[config.mk]
export PLATFORM = sky130hd
export DESIGN_NAME = efuse_macro_emu
export DESIGN_NICKNAME = d
export VERILOG_FILES = /design/src/rtl/efuse_pkg.sv /design/src/rtl/efuse_pulse_meter.sv /design/src/rtl/efuse_macro_emu.sv
export SDC_FILE = /design/constraint.sdc
export NUM_CORES = 1
export LEC_CHECK = 0
export BUFFER_PORTS_ARGS = -buffer_cell sky130_fd_sc_hd__buf_4
export CAP_MARGIN = 20
export CORE_MARGIN = 1.5
export CORE_UTILIZATION = 45
export CTS_BUF_LIST = sky130_fd_sc_hd__clkbuf_4
export DETAILED_ROUTE_END_ITERATION = 12
export GPL_TIMING_DRIVEN = 1
export PLACE_DENSITY = 0.67
export SLEW_MARGIN = 20
export SYNTH_ARGS = -nofsm -noshare
export SYNTH_HDL_FRONTEND = slang
export SYNTH_SLANG_ARGS = --single-unit
[constraint.sdc]
create_clock -name clk -period 3.65 [get_ports clk]
set_input_delay 0.365 -clock clk [delete_from_list [all_inputs] [get_ports clk]]
set_output_delay 0.365 -clock clk [all_outputs]
set_load 0.005 [all_outputs]
[src/rtl/efuse_pkg.sv]
// Shared types and constants for the eFuse macro responder model.
// Fuse geometry, FSM states, access latch bundle and error flag indices.
package efuse_pkg;

  localparam int FUSE_BITS = 256;
  localparam int ADDR_W    = 8;
  localparam int DATA_W    = 8;
  localparam int CNT_W     = 10;
  localparam int ERR_W     = 4;
  localparam int BLOW_W    = 9;

  localparam logic [CNT_W-1:0] CNT_MAX = '1;

  localparam int ERR_SHORT_PGM = 0;
  localparam int ERR_SHORT_RD  = 1;
  localparam int ERR_CONFLICT  = 2;
  localparam int ERR_UNSTABLE  = 3;

  typedef enum logic [1:0] {
    IDLE,
    READ,
    PROG,
    ERR_WAIT
  } state_e;

  typedef struct packed {
    logic [ADDR_W-1:0] addr;
    logic              pgmen;
    logic              rden;
  } access_t;

  function automatic logic [ADDR_W-1:0] byte_base(
    input logic [ADDR_W-1:0] addr
  );
    return {addr[ADDR_W-1:3], 3'b000};
  endfunction

endpackage

[src/rtl/efuse_pulse_meter.sv]
// Access strobe edge detector with a saturating high-time counter.
// cnt reads 1 in the cycle after the rise and keeps counting high cycles.
module efuse_pulse_meter
  import efuse_pkg::*;
(
  input  logic             clk,
  input  logic             rst_n,
  input  logic             aen,
  output logic             rise,
  output logic             fall,
  output logic [CNT_W-1:0] cnt
);

  logic             aen_q;
  logic [CNT_W-1:0] cnt_q;

  assign rise = aen & ~aen_q;
  assign fall = ~aen & aen_q;
  assign cnt  = cnt_q;

  always_ff @(posedge clk or negedge rst_n) begin
    if (!rst_n) begin
      aen_q <= 1'b0;
      cnt_q <= '0;
    end else begin
      aen_q <= aen;
      if (rise) begin
        cnt_q <= CNT_W'(1);
      end else if (aen && cnt_q != CNT_MAX) begin
        cnt_q <= cnt_q + CNT_W'(1);
      end
    end
  end

endmodule

[src/rtl/efuse_macro_emu.sv]
// Flop-based stand-in for the 256-bit eFuse hard macro.
// Serves read/program pulses with OTP semantics and sticky error flags.
module efuse_macro_emu
  import efuse_pkg::*;
#(
  parameter logic [9:0]           TPGM_MIN = 10'd65,
  parameter logic [5:0]           RD_LAT   = 6'd2,
  parameter logic [FUSE_BITS-1:0] INIT_VAL = '0
) (
  input  logic                 clk,
  input  logic                 rst_n,
  input  logic                 efuse_pgmen_i,
  input  logic                 efuse_rden_i,
  input  logic                 efuse_aen_i,
  input  logic [ADDR_W-1:0]    efuse_addr_i,
  output logic [DATA_W-1:0]    efuse_rdata_o,
  input  logic                 err_clr,
  output logic [ERR_W-1:0]     err_flags,
  output logic                 prog_done,
  output logic [BLOW_W-1:0]    blow_cnt,
  output logic [FUSE_BITS-1:0] fuse_bits_o
);

  // A zero latency behaves like one: data lands in the cycle after rise.
  localparam logic [CNT_W-1:0] RD_EFF =
    (RD_LAT == 6'd0) ? CNT_W'(1) : CNT_W'(RD_LAT);
  localparam logic [CNT_W-1:0] RD_HIT = RD_EFF - CNT_W'(1);
  localparam bit               RD_IMM = (RD_EFF == CNT_W'(1));

  state_e               state;
  access_t              acc;
  access_t              cur;
  logic                 rd_done;
  logic [FUSE_BITS-1:0] fuse;
  logic [DATA_W-1:0]    rdata_q;
  logic [ERR_W-1:0]     err_q;
  logic [ERR_W-1:0]     err_set;
  logic                 done_q;
  logic [BLOW_W-1:0]    blow_q;

  logic                 rise;
  logic                 fall;
  logic [CNT_W-1:0]     cnt;
  logic                 chg;
  logic                 long_pgm;
  logic [DATA_W-1:0]    cur_byte;
  logic [DATA_W-1:0]    acc_byte;

  efuse_pulse_meter u_meter (
    .clk   (clk),
    .rst_n (rst_n),
    .aen   (efuse_aen_i),
    .rise  (rise),
    .fall  (fall),
    .cnt   (cnt)
  );

  assign cur      = {efuse_addr_i, efuse_pgmen_i, efuse_rden_i};
  assign chg      = (cur != acc);
  assign long_pgm = (cnt >= TPGM_MIN);
  assign cur_byte = fuse[byte_base(efuse_addr_i) +: DATA_W];
  assign acc_byte = fuse[byte_base(acc.addr) +: DATA_W];

  assign efuse_rdata_o = rdata_q;
  assign err_flags     = err_q;
  assign prog_done     = done_q;
  assign blow_cnt      = blow_q;
  assign fuse_bits_o   = fuse;

  always_comb begin
    err_set = '0;
    unique case (state)
      IDLE: begin
        if (rise && efuse_pgmen_i && efuse_rden_i) begin
          err_set[ERR_CONFLICT] = 1'b1;
        end
      end
      READ: begin
        if (efuse_aen_i && chg) begin
          err_set[ERR_UNSTABLE] = 1'b1;
        end else if (fall && !rd_done) begin
          err_set[ERR_SHORT_RD] = 1'b1;
        end
      end
      PROG: begin
        if (efuse_aen_i && chg) begin
          err_set[ERR_UNSTABLE] = 1'b1;
        end else if (fall && !long_pgm) begin
          err_set[ERR_SHORT_PGM] = 1'b1;
        end
      end
      ERR_WAIT: begin
      end
      default: begin
      end
    endcase
  end

  always_ff @(posedge clk or negedge rst_n) begin
    if (!rst_n) begin
      state   <= IDLE;
      acc     <= '0;
      rd_done <= 1'b0;
      fuse    <= INIT_VAL;
      rdata_q <= '0;
      err_q   <= '0;
      done_q  <= 1'b0;
      blow_q  <= '0;
    end else begin
      done_q <= 1'b0;
      // A new error in the clear cycle must survive the clear.
      err_q  <= (err_clr ? '0 : err_q) | err_set;
      unique case (state)
        IDLE: begin
          if (rise) begin
            unique case (1'b1)
              (efuse_pgmen_i & efuse_rden_i): begin
                state <= ERR_WAIT;
              end
              (efuse_rden_i & ~efuse_pgmen_i): begin
                acc     <= cur;
                rd_done <= RD_IMM;
                if (RD_IMM) begin
                  rdata_q <= cur_byte;
                end
                state   <= READ;
              end
              (efuse_pgmen_i & ~efuse_rden_i): begin
                acc   <= cur;
                state <= PROG;
              end
              default: begin
              end
            endcase
          end
        end
        READ: begin
          if (efuse_aen_i) begin
            if (chg) begin
              state <= ERR_WAIT;
            end else if (!rd_done && cnt == RD_HIT) begin
              rdata_q <= acc_byte;
              rd_done <= 1'b1;
            end
          end else begin
            state <= IDLE;
          end
        end
        PROG: begin
          if (efuse_aen_i) begin
            if (chg) begin
              state <= ERR_WAIT;
            end
          end else begin
            if (long_pgm) begin
              fuse[acc.addr] <= 1'b1;
              done_q         <= 1'b1;
              if (!fuse[acc.addr]) begin
                blow_q <= blow_q + BLOW_W'(1);
              end
            end
            state <= IDLE;
          end
        end
        ERR_WAIT: begin
          if (!efuse_aen_i) begin
            state <= IDLE;
          end
        end
        default: begin
          state <= IDLE;
        end
      endcase
    end
  end

endmodule

==> impl_results.md <==
- Top-area cell type share of the netlist area: 0.507
- Final #Nets: 1,472
- Top cells by count, synth: dfrtp_1, a21o_1, mux4_2
- WL per Instance: 25.9 µm
- Vias: 11,800
- DRT Wirelength: 50,200 µm
- Fin crit period: 3.34 ns
- Fraction of registers with async set/reset: 1.00
- First-pass GRT wire length: ~75,000 µm
- Worst skew pair latency: 0.73 ns
- Crit Path Max Fanout: 18
- Syn. warnings: 0
- Pre-CTS setup slack: 0.223 ns
- Gpl congestion: 0.933
- Total track usage: 0.299
- Cells after Synth: 1,082
- Clk pin slew, worst setup/hold paths: 0.07 ns
- Worst vdd ir: 0.376 mV
- Main flop type after synthesis: dfrtp_1
- Static Leak: 0.0112 µW
- Fin area: 0.0190 mm²
- Vias in the first global route: 11,900
- Die outline width: 185 µm
- Synth Area per Inst: 13.8 µm²
- Max transition margin: 0.438
- EDFF count, synth: 0
- Setup crit end kind: flip-flop
- Fmax: 300 MHz
- Root Driver: clkbuf_4
- WS Path Type: flip-flop to flip-flop
- Rows: 66
- Core area: ~0.033 mm²
- Share of layout cells above drive strength 1: 0.432
- Most common cell in the synthesized netlist: dfrtp_1
- Max-cap violations: 0
- CP arrival: 3.90 ns
- Initial antenna violation count: 1
- Area leader, netlist: dfrtp_1
- Largest net degree at the start of global routing: 87
- Critical Path Source Type: flip-flop
- Iteration-0 DRC count of the detailed router: 1,121
- Die area: between 0.03 and 0.04 mm²
- Cts bufs inserted: 81
- Post-DR vias/cell: 6.07
- Synth area leaders: dfrtp_1, mux4_2, a21o_1
- Post-synthesis compound-gate area fraction: 0.157
- Yosys cell types: 52
- Largest family of logic cells by synthesized area: multiplexers
- RSZ-0062 raised after global routing: false
- CP required: 4.22 ns
- PwrDens: about 500 mW/mm²
- Placed cell area: about 0.018 mm²
- Fin Setup TNS: 0 ns
- DRC Markers: 0
- Final WS setup: 0.314 ns
- H-Tree Level Count: 3
- Adder-Cell Fraction of Synth Area: 0.0109
- HP Class: input port to asynchronous set/reset pin
- Fin crit share: 0.914
- Cell depth of the worst flop-to-flop path: 9
- Outcome: completed
- Multiplexer share of the synthesized area: 0.236
- Layout area overhead: 27.5%
- Seq/Total Area, Yosys: 0.507
- Die height: about 190 µm
- Synth Area in XOR/XNOR: 0.0135
- Starting Density: 0.457
- Max clock buf depth: 3
- Post-Syn Nets: 1,109
- Final hold vios: 0
- Max Slew Vio Count: 0
- DP HPWL: 36,000 µm
- CTS tree: done
- Final ANT Viol Nets: 0
- Synthesized area: 0.0149 mm²
- Number of port buffers: 291
- Grt total ovfl: 0
- Ports: 292
- Seq cells post-synth: 302
- First-pass detailed-route iteration total: 7
- Final setup viols: 0
- Clock Sink Count: 302
- Post-Route Skew: 0.0523 ns
- Slew @ Worst Pin: between 0.8 and 0.9 ns
- Simple-Gate Fraction of Synth Area: 0.0481
-- cells in the final DEF, fill, tap and decap left out, types with 13 or more instances in the layout --
master,Yosys,final
dlygate4sd3_1,0,13
nand2_1,34,34
nor2_1,39,36
mux2i_1,22,22
a21oi_1,14,14
dfrtp_1,302,298
xnor2_1,16,16
inv_1,14,14
ha_1,13,13
clkbuf_4,0,116
o21ai_1,16,16
mux4_2,140,140
a21o_1,257,257
nand3_1,14,14
buf_4,0,348
-- kinds of logic (layout without fill, tap and decap cells) --
family	after synthesis	in the layout
AOI/OAI and AO/OA	323	323
xor gates and xnor gates	23	23
adders and majority gates	13	13
buffers and inverters	102	516
DFF	302	302
muxes	175	175
other	0	1
and+or+nand+nor	144	144
-- worst max-delay path, cell delays in order (launching register included) --
cell and delay (ns):
dfrtp_4 0.65, buf_4 0.37, mux4_2 0.57, o2111ai_1 0.20, o311ai_1 0.20, a21oi_1 0.18, o311ai_1 0.14, nor4_4 0.30
buf_4 0.21, mux2_1 0.33
-- through the flow --
| step | power, µW | cells | utilization | hold WS (ns) |
|---|---|---|---|---|
| global placement | 6600 | 1789 | 0.548 | 0.418 |
| global route | 10000 | 1939 | 0.583 | 0.277 |
| detailed placement | 6630 | 1790 | 0.549 | 0.415 |
| finish | 9570 | 1939 | 0.583 | 0.250 |
| floorplan | 5690 | 1082 | - | 0.0694 |
| CTS | 9580 | 1937 | 0.582 | 0.234 |
-- power breakdown --
part           internal [µW]  switching, µW
Clock                   1520           1400
Combinational           1170           1620
Sequential              3450            414
Total                   6140           3430
-- state kept, by name (all words and copies together) (netlist names) --
signal,count
efuse_rdata_o,8
state,2
prog_done,1
acc,10
fuse_bits_o,256
u_meter.cnt,10
blow_cnt,9
rd_done,1
err_flags,4
u_meter.aen_q,1
-- metal layers --
layer,vias up,global-route usage,wire (µm)
li1,4905,-,-
met1,6062,0.402,19700
met2,675,0.471,24000
met3,135,0.0651,4480
met4,0,0.130,2060
met5,-,0,0
-- path summary, 6_finish.rpt --
kind                             start          endpoint  slack (ns)
min reg2reg                blow_cnt[8]       blow_cnt[8]        0.48
min in group clk           efuse_aen_i     u_meter.aen_q        0.41
min                              rst_n   fuse_bits_o[26]        0.25
max                             acc[2]       blow_cnt[1]        0.31
max reg2reg                     acc[2]       blow_cnt[1]        0.31
max in group asynchronous        rst_n  fuse_bits_o[239]        2.47
-- cell type report --
class / count / area [µm²]
Inverter: 15 / 56.3
Clock inverter: 18 / 100
Tap cell: 442 / 553
Antenna cell: 1 / 2.50
Multi-Input combinational cell: 678 / 7010
Clock buffer: 116 / 871
Fill cell: 2700 / 13600
Timing Repair Buffer: 367 / 2860
Sequential cell: 302 / 7570
-- timing repair --
action | 4_1_cts | 5_1_grt
gates resized for setup | 0 | 0
endpoints found under the hold margin | 98 | 0
endpoints found under the setup margin | 0 | 4
buffers inserted | 0 | 1
hold buffers | 13 | 0
Note: power is estimated with default switching activity, not from simulation.
